File: src/rtl/instr_packer.sv
// Packs single 16/32-bit RISC-V instructions into word-aligned 32-bit fetch words with half-word valids.
// Optional INSTR_PACKER_ALIGN_CHECK_EN: drop odd-addressed inputs and raise sticky error_o.
module instr_packer #(
  parameter int ADDR_W = 64
) (
  input  logic              clk_i,
  input  logic              rst_ni,
  input  logic              flush_i,
  input  logic              drain_i,
  input  logic [31:0]       instr_i,
  input  logic [ADDR_W-1:0] instr_addr_i,
  input  logic              instr_valid_i,
  output logic              instr_ready_o,
  output logic [31:0]       word_o,
  output logic [ADDR_W-1:0] word_addr_o,
  output logic [1:0]        word_be_o,
  output logic              word_valid_o,
  input  logic              word_ready_i,
  output logic              error_o
);

`ifdef INSTR_PACKER_ALIGN_CHECK_EN
  localparam bit ALIGN_CHECK = 1'b1;
`else
  localparam bit ALIGN_CHECK = 1'b0;
`endif

  typedef enum logic {EMPTY, HALF} state_t;

  state_t            state;
  logic [15:0]       held_q;
  logic [ADDR_W-1:0] addr_q;   // always word-aligned

  logic              is_c, seq, disc, slot_free, accept, misalign, take, drain_go;
  logic [ADDR_W-1:0] waddr;

  assign is_c      = instr_i[1:0] != 2'b11;
  assign waddr     = {instr_addr_i[ADDR_W-1:2], 2'b00};
  // A is word-aligned, so X == A+2 reduces to same word with X[1] set; wrap is implicit
  assign seq       = instr_addr_i[1] & (instr_addr_i[ADDR_W-1:2] == addr_q[ADDR_W-1:2]);
  assign disc      = (state == HALF) & instr_valid_i & ~seq;
  assign slot_free = ~word_valid_o | word_ready_i;
  assign instr_ready_o = slot_free & ~flush_i & ~disc;
  assign accept    = instr_valid_i & instr_ready_o;
  assign misalign  = ALIGN_CHECK & instr_addr_i[0];
  assign take      = accept & ~misalign;
  assign drain_go  = (state == HALF) & drain_i & ~instr_valid_i & slot_free & ~flush_i;

  always_ff @(posedge clk_i or negedge rst_ni) begin
    if (!rst_ni) begin
      state        <= EMPTY;
      held_q       <= '0;
      addr_q       <= '0;
      word_o       <= '0;
      word_addr_o  <= '0;
      word_be_o    <= '0;
      word_valid_o <= 1'b0;
      error_o      <= 1'b0;
    end else begin
      if (accept && misalign) error_o <= 1'b1;
      if (flush_i) begin
        word_valid_o <= 1'b0;
        state        <= EMPTY;
      end else begin
        if (word_ready_i) word_valid_o <= 1'b0;
        if (take) begin
          if (state == EMPTY) begin
            if (!instr_addr_i[1]) begin
              if (is_c) begin
                held_q <= instr_i[15:0];
                addr_q <= waddr;
                state  <= HALF;
              end else begin
                word_o       <= instr_i;
                word_addr_o  <= waddr;
                word_be_o    <= 2'b11;
                word_valid_o <= 1'b1;
              end
            end else begin
              word_o       <= {instr_i[15:0], 16'h0};
              word_addr_o  <= waddr;
              word_be_o    <= 2'b10;
              word_valid_o <= 1'b1;
              if (!is_c) begin
                held_q <= instr_i[31:16];
                addr_q <= waddr + ADDR_W'(4);
                state  <= HALF;
              end
            end
          end else begin
            word_o       <= {instr_i[15:0], held_q};
            word_addr_o  <= addr_q;
            word_be_o    <= 2'b11;
            word_valid_o <= 1'b1;
            if (is_c) begin
              state <= EMPTY;
            end else begin
              held_q <= instr_i[31:16];
              addr_q <= addr_q + ADDR_W'(4);
            end
          end
        end else if ((disc && slot_free) || drain_go) begin
          // flush out the lone held half-word; a refused input retries next cycle
          word_o       <= {16'h0, held_q};
          word_addr_o  <= addr_q;
          word_be_o    <= 2'b01;
          word_valid_o <= 1'b1;
          state        <= EMPTY;
        end
      end
    end
  end

endmodule

File: config.mk
export PLATFORM = sky130hd
export DESIGN_NAME = instr_packer
export DESIGN_NICKNAME = d
export VERILOG_FILES = /design/src/rtl/instr_packer.sv
export SDC_FILE = /design/constraint.sdc
export NUM_CORES = 1
export LEC_CHECK = 0
export BUFFER_PORTS_ARGS = -buffer_cell sky130_fd_sc_hd__buf_2
export CORE_MARGIN = 5
export CORE_UTILIZATION = 45
export DETAILED_ROUTE_END_ITERATION = 16
export HOLD_SLACK_MARGIN = 0.06
export PLACE_DENSITY = 0.69
export SYNTH_ARGS = -nofsm -noshare
export SYNTH_HDL_FRONTEND = slang
export SYNTH_SLANG_ARGS = --single-unit
File: constraint.sdc
create_clock -name clk_i -period 3.25 [get_ports clk_i]
set_clock_uncertainty 0.2 [all_clocks]
set_input_delay 0.65 -clock clk_i [delete_from_list [all_inputs] [get_ports clk_i]]
set_output_delay 0.65 -clock clk_i [all_outputs]
set_load 0.02 [all_outputs]
==> flow_summary.yaml <==
sta:
  tightest_slew_ns: 0.6990
  grt_setup_unrepaired: "yes"
  setup_slack_ns: -0.1503
  hold_ws_ns: 0.2545
  fin_crit_sh: 1.046
  slew_violations: 0
  fmax_mhz: 294.1
  setup_violations: 1
  hold_viol: 0
  slew_headroom: 0.5340
  fin_crit_ns: 3.400
outcome:
  status: "finished with violations"
  violations: "negative setup slack"
place:
  routabilityCongestion: 1.019
  dp.cells: 2052
  portBuffers: 198
  hpwl_mm: 32.35
cells_and_area:
  finish.net_count: 1843
  final_cells: 2088
  drive_above_1_share: 0.2604
  area_growth_syn_to_layout_pct: 26.01
  fill_cells: 2403
pwr:
  power.leakage_nw: 6.429
  ir_worst_vdd_mv: 0.4080
  powerDensity_nw_per_um2: 607.7
  power.total_w: 0.009032
die:
  placementRows: 59
  start_util: 0.4552
  dieHeight_microns: 171.9
  die-width_microns: 171.9
  coreArea_sq_um: 25910
  die_area_sq_um: 29550
  io_pins: 203
global_routing:
  grt-ovfl-total: 0
  grt_pass1_wl_mm: 68.40
  grt_pass1_vias: 12210
  grt_start_max_net_pins: 91
  antenna_found_initial: 2
  grt_usage: 0.2935
clock_tree:
  worstSkewPairLatency_ns: 0.45
  path_clk_slew_ns: 0.08
  cts.sinks: 176
  tritoncts: "yes"
  cts_max_level: 4
  clock_path_buffers: 2
  clockRootBuffer: "clkbuf_16"
  cts_buffers: 17
synthesis:
  synthesis.area_sq_um: 11800
  netlist_instances: 1471
  ys_seq_area_frac: 0.3734
  synth_edf_count: 0
  synth_cell_type_count: 72
  ys_ff_latch: 176
  async_reset_ff_frac: 1.000
  avgSynthCellArea_sq_um: 8.018
  yosys_warnings: 0
  synth_ff_type: "dfrtp_1"
worst_setup_path:
  path_cells: "nand2b_1 -> o2111ai_1 -> or4_4 -> nor4_4 -> buf_4 -> a21oi_4 -> a211oi_4 -> buf_6"
  crit_path_max_incr_delay_ns: 0.56
  crit_family: "simple AND/OR/NAND/NOR gates"
  crit_required_ns: 2.40
  critPathArrivalTime_ns: 2.55
  end_kind: "output port"
  startpoint_type: "flip-flop"
  crit_buf_inv: 2
  cp_max_fo: 6
  crit_type: "reg -> out"
  worst_path_max_delay_cell: "or4_4"
routing:
  drt_wl_total_mm: 43.91
  drcViolationCount: 0
  wl_per_cell_microns: 21.03
  initialDrtViolationCount: 1667
  vias: 12740
  routed_via_density: 6.103
  ant_nets: 0
  firstDrtPassIters: 7
worst_hold_path:
  hp-class: "in -> reg"
run:
  cap_violations: 0
==> kinds of logic after synthesis <==
| logic type | Yosys count | synth area share |
|---|---|---|
| AOI/OAI and AO/OA | 317 | 0.1931 |
| other | 1 | 0.0003179 |
| xor gates and xnor gates | 95 | 0.07054 |
| muxes | 26 | 0.02217 |
| DFF | 176 | 0.3734 |
| and+or+nand+nor | 668 | 0.2750 |
| buffers and inverters | 185 | 0.06237 |
| adders and majority gates | 3 | 0.003183 |
==> path summary, 6_finish.rpt <==
check | from | end | slack (ns) | cells past startpoint
setup / recovery | addr_q[21]$_DFFE_PN0P_ | instr_ready_o | -0.15 | 8
hold / removal | instr_i[1] | held_q[0]$_DFFE_PN0P_ | 0.25 | 2
setup reg to reg | addr_q[2]$_DFFE_PN0P_ | addr_q[24]$_DFFE_PN0P_ | 0.16 | 8
hold reg to reg | word_o[30]$_DFFE_PN0P_ | word_o[30]$_DFFE_PN0P_ | 0.27 | 2
max in group asynchronous | rst_ni | state$_DFFE_PN0P_ | 1.42 | 3
min in group asynchronous | rst_ni | word_addr_o[24]$_DFFE_PN0P_ | 0.57 | 2
==> per-stage QoR <==
step,TNS [ns],instance area (sq um),setup WS [ns],utilization
2_1_floorplan,-0.1213,11850,-0.1213,-
3_3_place_gp,-8.922,14210,-0.2815,0.5486
3_5_place_dp,-9.319,14210,-0.2896,0.5486
4_1_cts,-0.1771,14850,-0.1771,0.5733
5_1_grt,-0.2577,14860,-0.2577,0.5736
6_report,-0.1503,14860,-0.1503,0.5736
==> per-layer routing <==
layer  global-route usage  share of wire  wire (microns)  up-vias
li1                     -              -               -     5861
met1               0.4177           0.42           18480     6079
met2               0.4421           0.44           19290      683
met3              0.05578          0.098            4317      121
met4               0.1183          0.042            1823        0
met5                    0              0               0        -
==> where the power goes <==
| part | leakage (nW) | switching (W) | internal, W |
|---|---|---|---|
| Combinational | 4.10 | 0.00210 | 0.00143 |
| Clock | 0.286 | 0.00106 | 0.00105 |
| Sequential | 2.05 | 0.000586 | 0.00282 |
==> flip-flops by register name (all words and copies together), names as in the netlist <==
signal        cells
state             1
held_q           16
word_be_o         2
word_addr_o      62
word_valid_o      1
word_o           32
addr_q           62
==> cell type report <==
cell class | count | area [sq um] | area share
clock buffers | 18 | 439.2 | 0.02955
well taps | 335 | 419.2 | 0.02820
diodes | 2 | 5.005 | 0.0003367
inverters | 49 | 183.9 | 0.01237
clock inverters | 14 | 145.1 | 0.009765
repair buffers | 382 | 2512 | 0.1690
flip-flops and latches | 176 | 4405 | 0.2964
multi-input cells | 1112 | 6753 | 0.4543
==> cells in the mapped netlist, types with 4 or more instances <==
library cell	instances	area (sq um)
xnor2_1	57	499.2
nand2b_1	27	168.9
dfrtp_1	176	4404
nor3_1	32	160.2
o2111ai_1	6	52.55
clkbuf_1	112	420.4
nand4_1	60	375.4
and4_1	10	87.58
or3_1	12	75.07
a222oi_1	5	50.05
nand3_1	57	285.3
o31ai_1	20	150.1
or2_2	16	100.1
buf_4	4	30.03
inv_1	48	180.2
a21o_1	5	37.54
a221oi_1	24	210.2
or4_1	22	165.2
a211oi_1	8	60.06
o211ai_1	8	60.06
o221ai_1	5	43.79
and3_1	27	168.9
o221a_2	5	56.30
mux2i_1	25	250.2
buf_2	8	40.04
buf_1	9	33.78
xor2_1	38	332.8
o221a_1	10	112.6
o22ai_1	17	106.4
a31oi_1	61	381.6
a21oi_1	28	140.1
nor4_1	21	131.4
nor2_1	159	596.8
o41ai_1	6	52.55
o21ai_0	58	290.3
nand2_1	209	784.5
a221o_1	14	140.1
==> placed cells by master, fill, tap and decap left out, drive strengths merged, types with 55 or more instances in the layout <==
cell and instances:
nor2 160, o21ai 58, inv 55, a31oi 61, buf 381, nand2 209, dfrtp 176, xnor2 57
nand4 60, nand3 57
==> what timing repair did <==
action / 4_1_cts / 5_1_grt
buffers inserted: 1 / 0
gates cloned: 0 / 0
endpoints found under the hold margin: 28 / 0
endpoints found under the setup margin: 1 / 1
gates resized for setup: 7 / 1
pin swaps: 2 / 0
hold buffers: 1 / 0
Power figures use the tool's default switching activity.
